`config.mk`:
```
export PLATFORM = sky130hd
export DESIGN_NAME = layer_row_sequencer
export DESIGN_NICKNAME = d
export VERILOG_FILES = /design/src/rtl/layer_row_sequencer.sv
export SDC_FILE = /design/constraint.sdc
export NUM_CORES = 1
export LEC_CHECK = 0
export BUFFER_PORTS_ARGS = -buffer_cell sky130_fd_sc_hd__buf_2
export CAP_MARGIN = 20
export CORE_MARGIN = 10
export CORE_UTILIZATION = 47
export DETAILED_ROUTE_END_ITERATION = 8
export GPL_TIMING_DRIVEN = 0
export PLACE_DENSITY = 0.83
export SLEW_MARGIN = 10
export SYNTH_ARGS = -nofsm -noshare
export SYNTH_HDL_FRONTEND = slang
export SYNTH_SLANG_ARGS = --single-unit
```
`constraint.sdc`:
```
create_clock -name clk -period 2.9 [get_ports clk]
set_input_delay 0.58 -clock clk [delete_from_list [all_inputs] [get_ports clk]]
set_output_delay 0.58 -clock clk [all_outputs]
set_load 0.005 [all_outputs]
```
`src/rtl/layer_row_sequencer.sv`:
```
// Layer-pass row sequencer: walks rows row_first..row_last through the row multiplier,
// stores each row result in the result buffer and collects the per-row overflow mask.
module layer_row_sequencer #(
  parameter int NUM_ROWS = 16,
  parameter int RESULT_W = 32,
  parameter int TIMEOUT  = 2048,
  parameter int ROW_W    = $clog2(NUM_ROWS)
) (
  input  logic                clk,
  input  logic                rst,
  input  logic                start,
  input  logic                abort,
  input  logic [ROW_W-1:0]    row_first,
  input  logic [ROW_W-1:0]    row_last,
  output logic                busy,
  output logic                done,
  output logic                err,
  output logic [ROW_W-1:0]    row_select,
  output logic                begin_mult,
  input  logic                done_row,
  input  logic [RESULT_W-1:0] row_result,
  input  logic                overflow,
  output logic                res_wr_en,
  output logic [ROW_W-1:0]    res_wr_addr,
  output logic [RESULT_W-1:0] res_wr_data,
  output logic [NUM_ROWS-1:0] ovf_mask,
  output logic                ovf_any
);
  localparam int              TO_W    = (TIMEOUT > 1) ? $clog2(TIMEOUT) : 1;
  localparam logic [TO_W-1:0] TO_LAST = TO_W'(TIMEOUT - 1);

  typedef enum logic [2:0] {S_IDLE, S_ISSUE, S_WAIT, S_STORE, S_FIN} state_t;

  state_t              state_q, state_n;
  logic [ROW_W-1:0]    row_q, row_n, last_q, last_n;
  logic [TO_W-1:0]     tmo_q, tmo_n;
  logic                done_q, done_rise;
  logic                busy_n, done_n, err_n, begin_n, wr_en_n;
  logic [ROW_W-1:0]    row_sel_n, wr_addr_n;
  logic [RESULT_W-1:0] wr_data_n;
  logic [NUM_ROWS-1:0] mask_n;

  assign done_rise = done_row & ~done_q;

  // NOTE: every variable gets a default before the case so no path leaves one
  // unassigned; a missing default here would infer a latch.
  always_comb begin
    state_n   = state_q;
    row_n     = row_q;
    last_n    = last_q;
    tmo_n     = tmo_q;
    err_n     = err;
    row_sel_n = row_select;
    wr_addr_n = res_wr_addr;
    wr_data_n = res_wr_data;
    mask_n    = ovf_mask;
    begin_n   = 1'b0;
    wr_en_n   = 1'b0;

    case (state_q)
      S_IDLE: begin
        if (start && !abort) begin
          last_n = row_last;
          row_n  = row_first;
          err_n  = 1'b0;
          mask_n = '0;
          if (row_last < row_first) begin
            err_n   = 1'b1;
            state_n = S_FIN;
          end else begin
            state_n = S_ISSUE;
          end
        end
      end
      S_ISSUE: begin
        begin_n   = 1'b1;
        row_sel_n = row_q;
        tmo_n     = '0;
        state_n   = S_WAIT;
      end
      S_WAIT: begin
        // tmo_q == 0 is the cycle begin_mult is high; a rise then is stale.
        if (done_rise && (tmo_q != '0)) begin
          wr_en_n   = 1'b1;
          wr_addr_n = row_q;
          wr_data_n = row_result;
          if (overflow) mask_n[row_q] = 1'b1;
          state_n   = S_STORE;
        end else if (tmo_q == TO_LAST) begin
          err_n   = 1'b1;
          state_n = S_FIN;
        end else begin
          tmo_n = tmo_q + 1'b1;
        end
      end
      S_STORE: begin
        if (row_q == last_q) begin
          state_n = S_FIN;
        end else begin
          row_n   = row_q + 1'b1;
          state_n = S_ISSUE;
        end
      end
      S_FIN:   state_n = S_IDLE;
      default: state_n = S_IDLE;
    endcase

    // Abort discards anything this cycle would have started; a write already
    // on the bus (STORE) has completed.
    if (abort && (state_q != S_IDLE)) begin
      state_n   = S_IDLE;
      begin_n   = 1'b0;
      wr_en_n   = 1'b0;
      err_n     = err;
      row_sel_n = row_select;
      wr_addr_n = res_wr_addr;
      wr_data_n = res_wr_data;
      mask_n    = ovf_mask;
    end

    busy_n = (state_n == S_ISSUE) || (state_n == S_WAIT) || (state_n == S_STORE);
    done_n = (state_n == S_FIN);
  end

  // NOTE: state and outputs use non-blocking assignments so every flop samples
  // the values from before this edge, independent of statement order.
  always_ff @(posedge clk or posedge rst) begin
    if (rst) begin
      state_q     <= S_IDLE;
      row_q       <= '0;
      last_q      <= '0;
      tmo_q       <= '0;
      done_q      <= 1'b0;
      busy        <= 1'b0;
      done        <= 1'b0;
      err         <= 1'b0;
      row_select  <= '0;
      begin_mult  <= 1'b0;
      res_wr_en   <= 1'b0;
      res_wr_addr <= '0;
      res_wr_data <= '0;
      ovf_mask    <= '0;
      ovf_any     <= 1'b0;
    end else begin
      state_q     <= state_n;
      row_q       <= row_n;
      last_q      <= last_n;
      tmo_q       <= tmo_n;
      done_q      <= done_row;
      busy        <= busy_n;
      done        <= done_n;
      err         <= err_n;
      row_select  <= row_sel_n;
      begin_mult  <= begin_n;
      res_wr_en   <= wr_en_n;
      res_wr_addr <= wr_addr_n;
      res_wr_data <= wr_data_n;
      ovf_mask    <= mask_n;
      ovf_any     <= |mask_n;
    end
  end

endmodule
```
==> flow_metrics.tcl <==
set metrics [dict create \
    worst-endpoint-arrival_ns 2.55 \
    dr_total_vias 2871 \
    stdcell_area_um2 4780 \
    tightest_slew_ns 0.939 \
    grt_pass1_vias 2998 \
    initial_core_util_pct 49.1 \
    clockBufferDepth 2 \
    syn_area_um2 3850 \
    routed_wl_um 9190 \
    avgRoutedWirePerCell_um 16.9 \
    yosysUniqueCellTypes 49 \
    cp_slowest_cell "a311oi_4" \
    synth_ff_type "dfrtp_1" \
    status "finished clean" \
    coreArea_um2 7850 \
    layout_common_cells "buf_2, dfrtp_1, nand2_1" \
    post_route_cells_drive_above_1_share_pct 43.3 \
    maxCapViolCount 0 \
    cts_tree "built" \
    cp_max_fo 10 \
    skew_ns 0.0113 \
    worst_slew_margin_rel_pct 37.3 \
    antenna_found_initial 0 \
    hp-class "in -> async" \
    dp_slack_ns 0.586 \
    n_antenna_cell 0 \
    cp.required_ns 3.14 \
    nets 494 \
    p_per_area_nw_per_um2 885 \
    die_h_um 111 \
    routabilityCongestion 0.878 \
    clock_latency_ns 0.35 \
    antenna_left 0 \
    crit_family "compound AO/OA/AOI/OAI gates" \
    fin_crit_ns 2.31 \
    grtUsageTotal_pct 14.9 \
    critPathKind "reg -> reg" \
    die_area_um2 12200 \
    ios 108 \
    syn-num-nets 376 \
    fmax_ghz 0.432 \
    reg2reg_depth 8 \
    rsz0062_at_grt "no" \
    final_common_cell "buf_2" \
    postSynthAreaPerCell_um2 12.0 \
    cp.depth 8 \
    cts.htree.levels 3 \
    postCtsHoldBufs 0 \
    synth_warnings 0 \
    fin_setup_tns_ns 0 \
    fill_cells 655 \
    finalCritPeriodShare_pct 79.8 \
    crit_buf_inv 3 \
    via_per_inst 5.27 \
    rows 32 \
    hold_viol 0 \
    ir_drop_mv 0.513 \
    dp_hpwl_um 7090 \
    drc 0 \
    grt_pass1_wl_um 15200 \
    cts_made_buffers 9 \
    cp_common_cell "buf_6" \
    fin_ws_ns 0.586 \
    grt_overflow 0 \
    first_pass_iters 4 \
    drv_slew 0 \
    cts.repair.resized 0 \
    die_w_um 111 \
    critPathLaunchType "flip-flop" \
    syn2layout_area_growth_pct 24.0 \
    clock-sinks 85 \
    ys_ff_latch 85 \
    yosysSeqAreaShare_pct 55.2 \
    cp-end-kind "flip-flop" \
    syn_inst 321 \
    io_buffers 106 \
    clk_pin_slew_ns 0.09 \
    p_leak_nw 2.42 \
    synth_edf_count 0 \
    root_buffer "clkbuf_8" \
    setup_viol_count_final 0 \
    drt_iter0_markers 110 \
    cts_setup_buffers 0 \
    slowest_delay_ns 0.47 \
    dpl_cell_area_um2 4540 \
    worstPathCellList "inv_1 -> ha_1 -> nor4b_2 -> a311oi_4 -> and3_1 -> buf_6 -> buf_6 -> mux2_2" \
    synthArstFlopShare_pct 100 \
    whs_ns 0.194 \
    grt_max_degree 62 \
]
==> per-layer routing <==
layer / global-route usage (%) / vias up / wire length [um] / share of wire, %
met1: 17.1 / 1404 / 3770 / 41
li1: - / 1363 / - / -
met4: 3.89 / 0 / 84 / 0.91
met2: 26.0 / 95 / 4810 / 52
met5: 0 / - / 0 / 0
met3: 4.97 / 9 / 526 / 5.7
==> state kept, by name, indices dropped and copies added (netlist names), 3 cells and up <==
signal,cells
last_q,4
ovf_mask,16
res_wr_addr,4
res_wr_data,32
row_q,4
row_select,4
state_q,3
tmo_q,11
==> cell families (layout without fill, tap and decap cells) <==
kind of cell	Yosys count	after routing	share of synthesized area, %
xor+xnor	8	8	1.82
flops	85	85	55.2
buf+inv	27	149	3.93
mux	42	42	12.7
compound gates	53	53	9.90
fa+ha+maj	9	9	2.92
simple gates	97	97	13.6
==> synthesized netlist by cell type, types with 3 or more instances <==
| library cell | number | area, um^2 |
|---|---|---|
| a21oi_1 | 14 | 70.1 |
| a31oi_1 | 3 | 18.8 |
| a32o_1 | 5 | 50.1 |
| buf_2 | 3 | 15.0 |
| buf_6 | 4 | 45.0 |
| clkbuf_1 | 3 | 11.3 |
| dfrtp_1 | 85 | 2130 |
| ha_1 | 9 | 113 |
| inv_1 | 14 | 52.6 |
| mux2_2 | 35 | 394 |
| mux2_4 | 5 | 75.1 |
| nand2_1 | 46 | 173 |
| nand3_1 | 3 | 15.0 |
| nand4_1 | 6 | 37.5 |
| nor2_1 | 11 | 41.3 |
| nor4_1 | 7 | 43.8 |
| o21ai_0 | 8 | 40.0 |
| o21ai_1 | 5 | 25.0 |
| o21ai_2 | 8 | 70.1 |
| xnor2_1 | 4 | 35.0 |
| xor2_1 | 4 | 35.0 |
==> path summary, 6_finish.rpt <==
| check | start | endpoint | slack [ns] |
|---|---|---|---|
| min | rst | ovf_mask[4] | 0.19 |
| max in group asynchronous | rst | last_q[3] | 2.11 |
| min reg2reg | res_wr_data[20] | res_wr_data[20] | 0.50 |
| min in group clk | done_row | done_q | 0.37 |
| max | tmo_q[0] | res_wr_data[3] | 0.59 |
| max reg2reg | tmo_q[0] | res_wr_data[3] | 0.59 |
==> per-stage QoR <==
step / utilization (%) / std cells / power, W
floorplan: - / 321 / 0.00269
global placement: 57.5 / 529 / 0.00321
detailed placement: 57.9 / 530 / 0.00329
CTS: 60.9 / 545 / 0.00429
global route: 60.9 / 545 / 0.00453
finish: 60.9 / 545 / 0.00423
==> power by group <==
group	switching, W	internal (W)	total [W]
Clock	0.000416	0.000570	0.000986
Combinational	0.000676	0.000692	0.00137
Sequential	0.000287	0.00159	0.00188
==> final cells by class <==
cell class / count / area, um^2 / area share, %
inverters: 14 / 55.1 / 1.15
flip-flops and latches: 85 / 2130 / 44.5
clock inverters: 6 / 111 / 2.33
plain buffers: 13 / 98.8 / 2.07
well taps: 102 / 128 / 2.67
multi-input cells: 209 / 1580 / 33.0
repair buffers: 107 / 558 / 11.7
clock buffers: 9 / 124 / 2.59
Note: power is estimated with default switching activity, not from simulation.
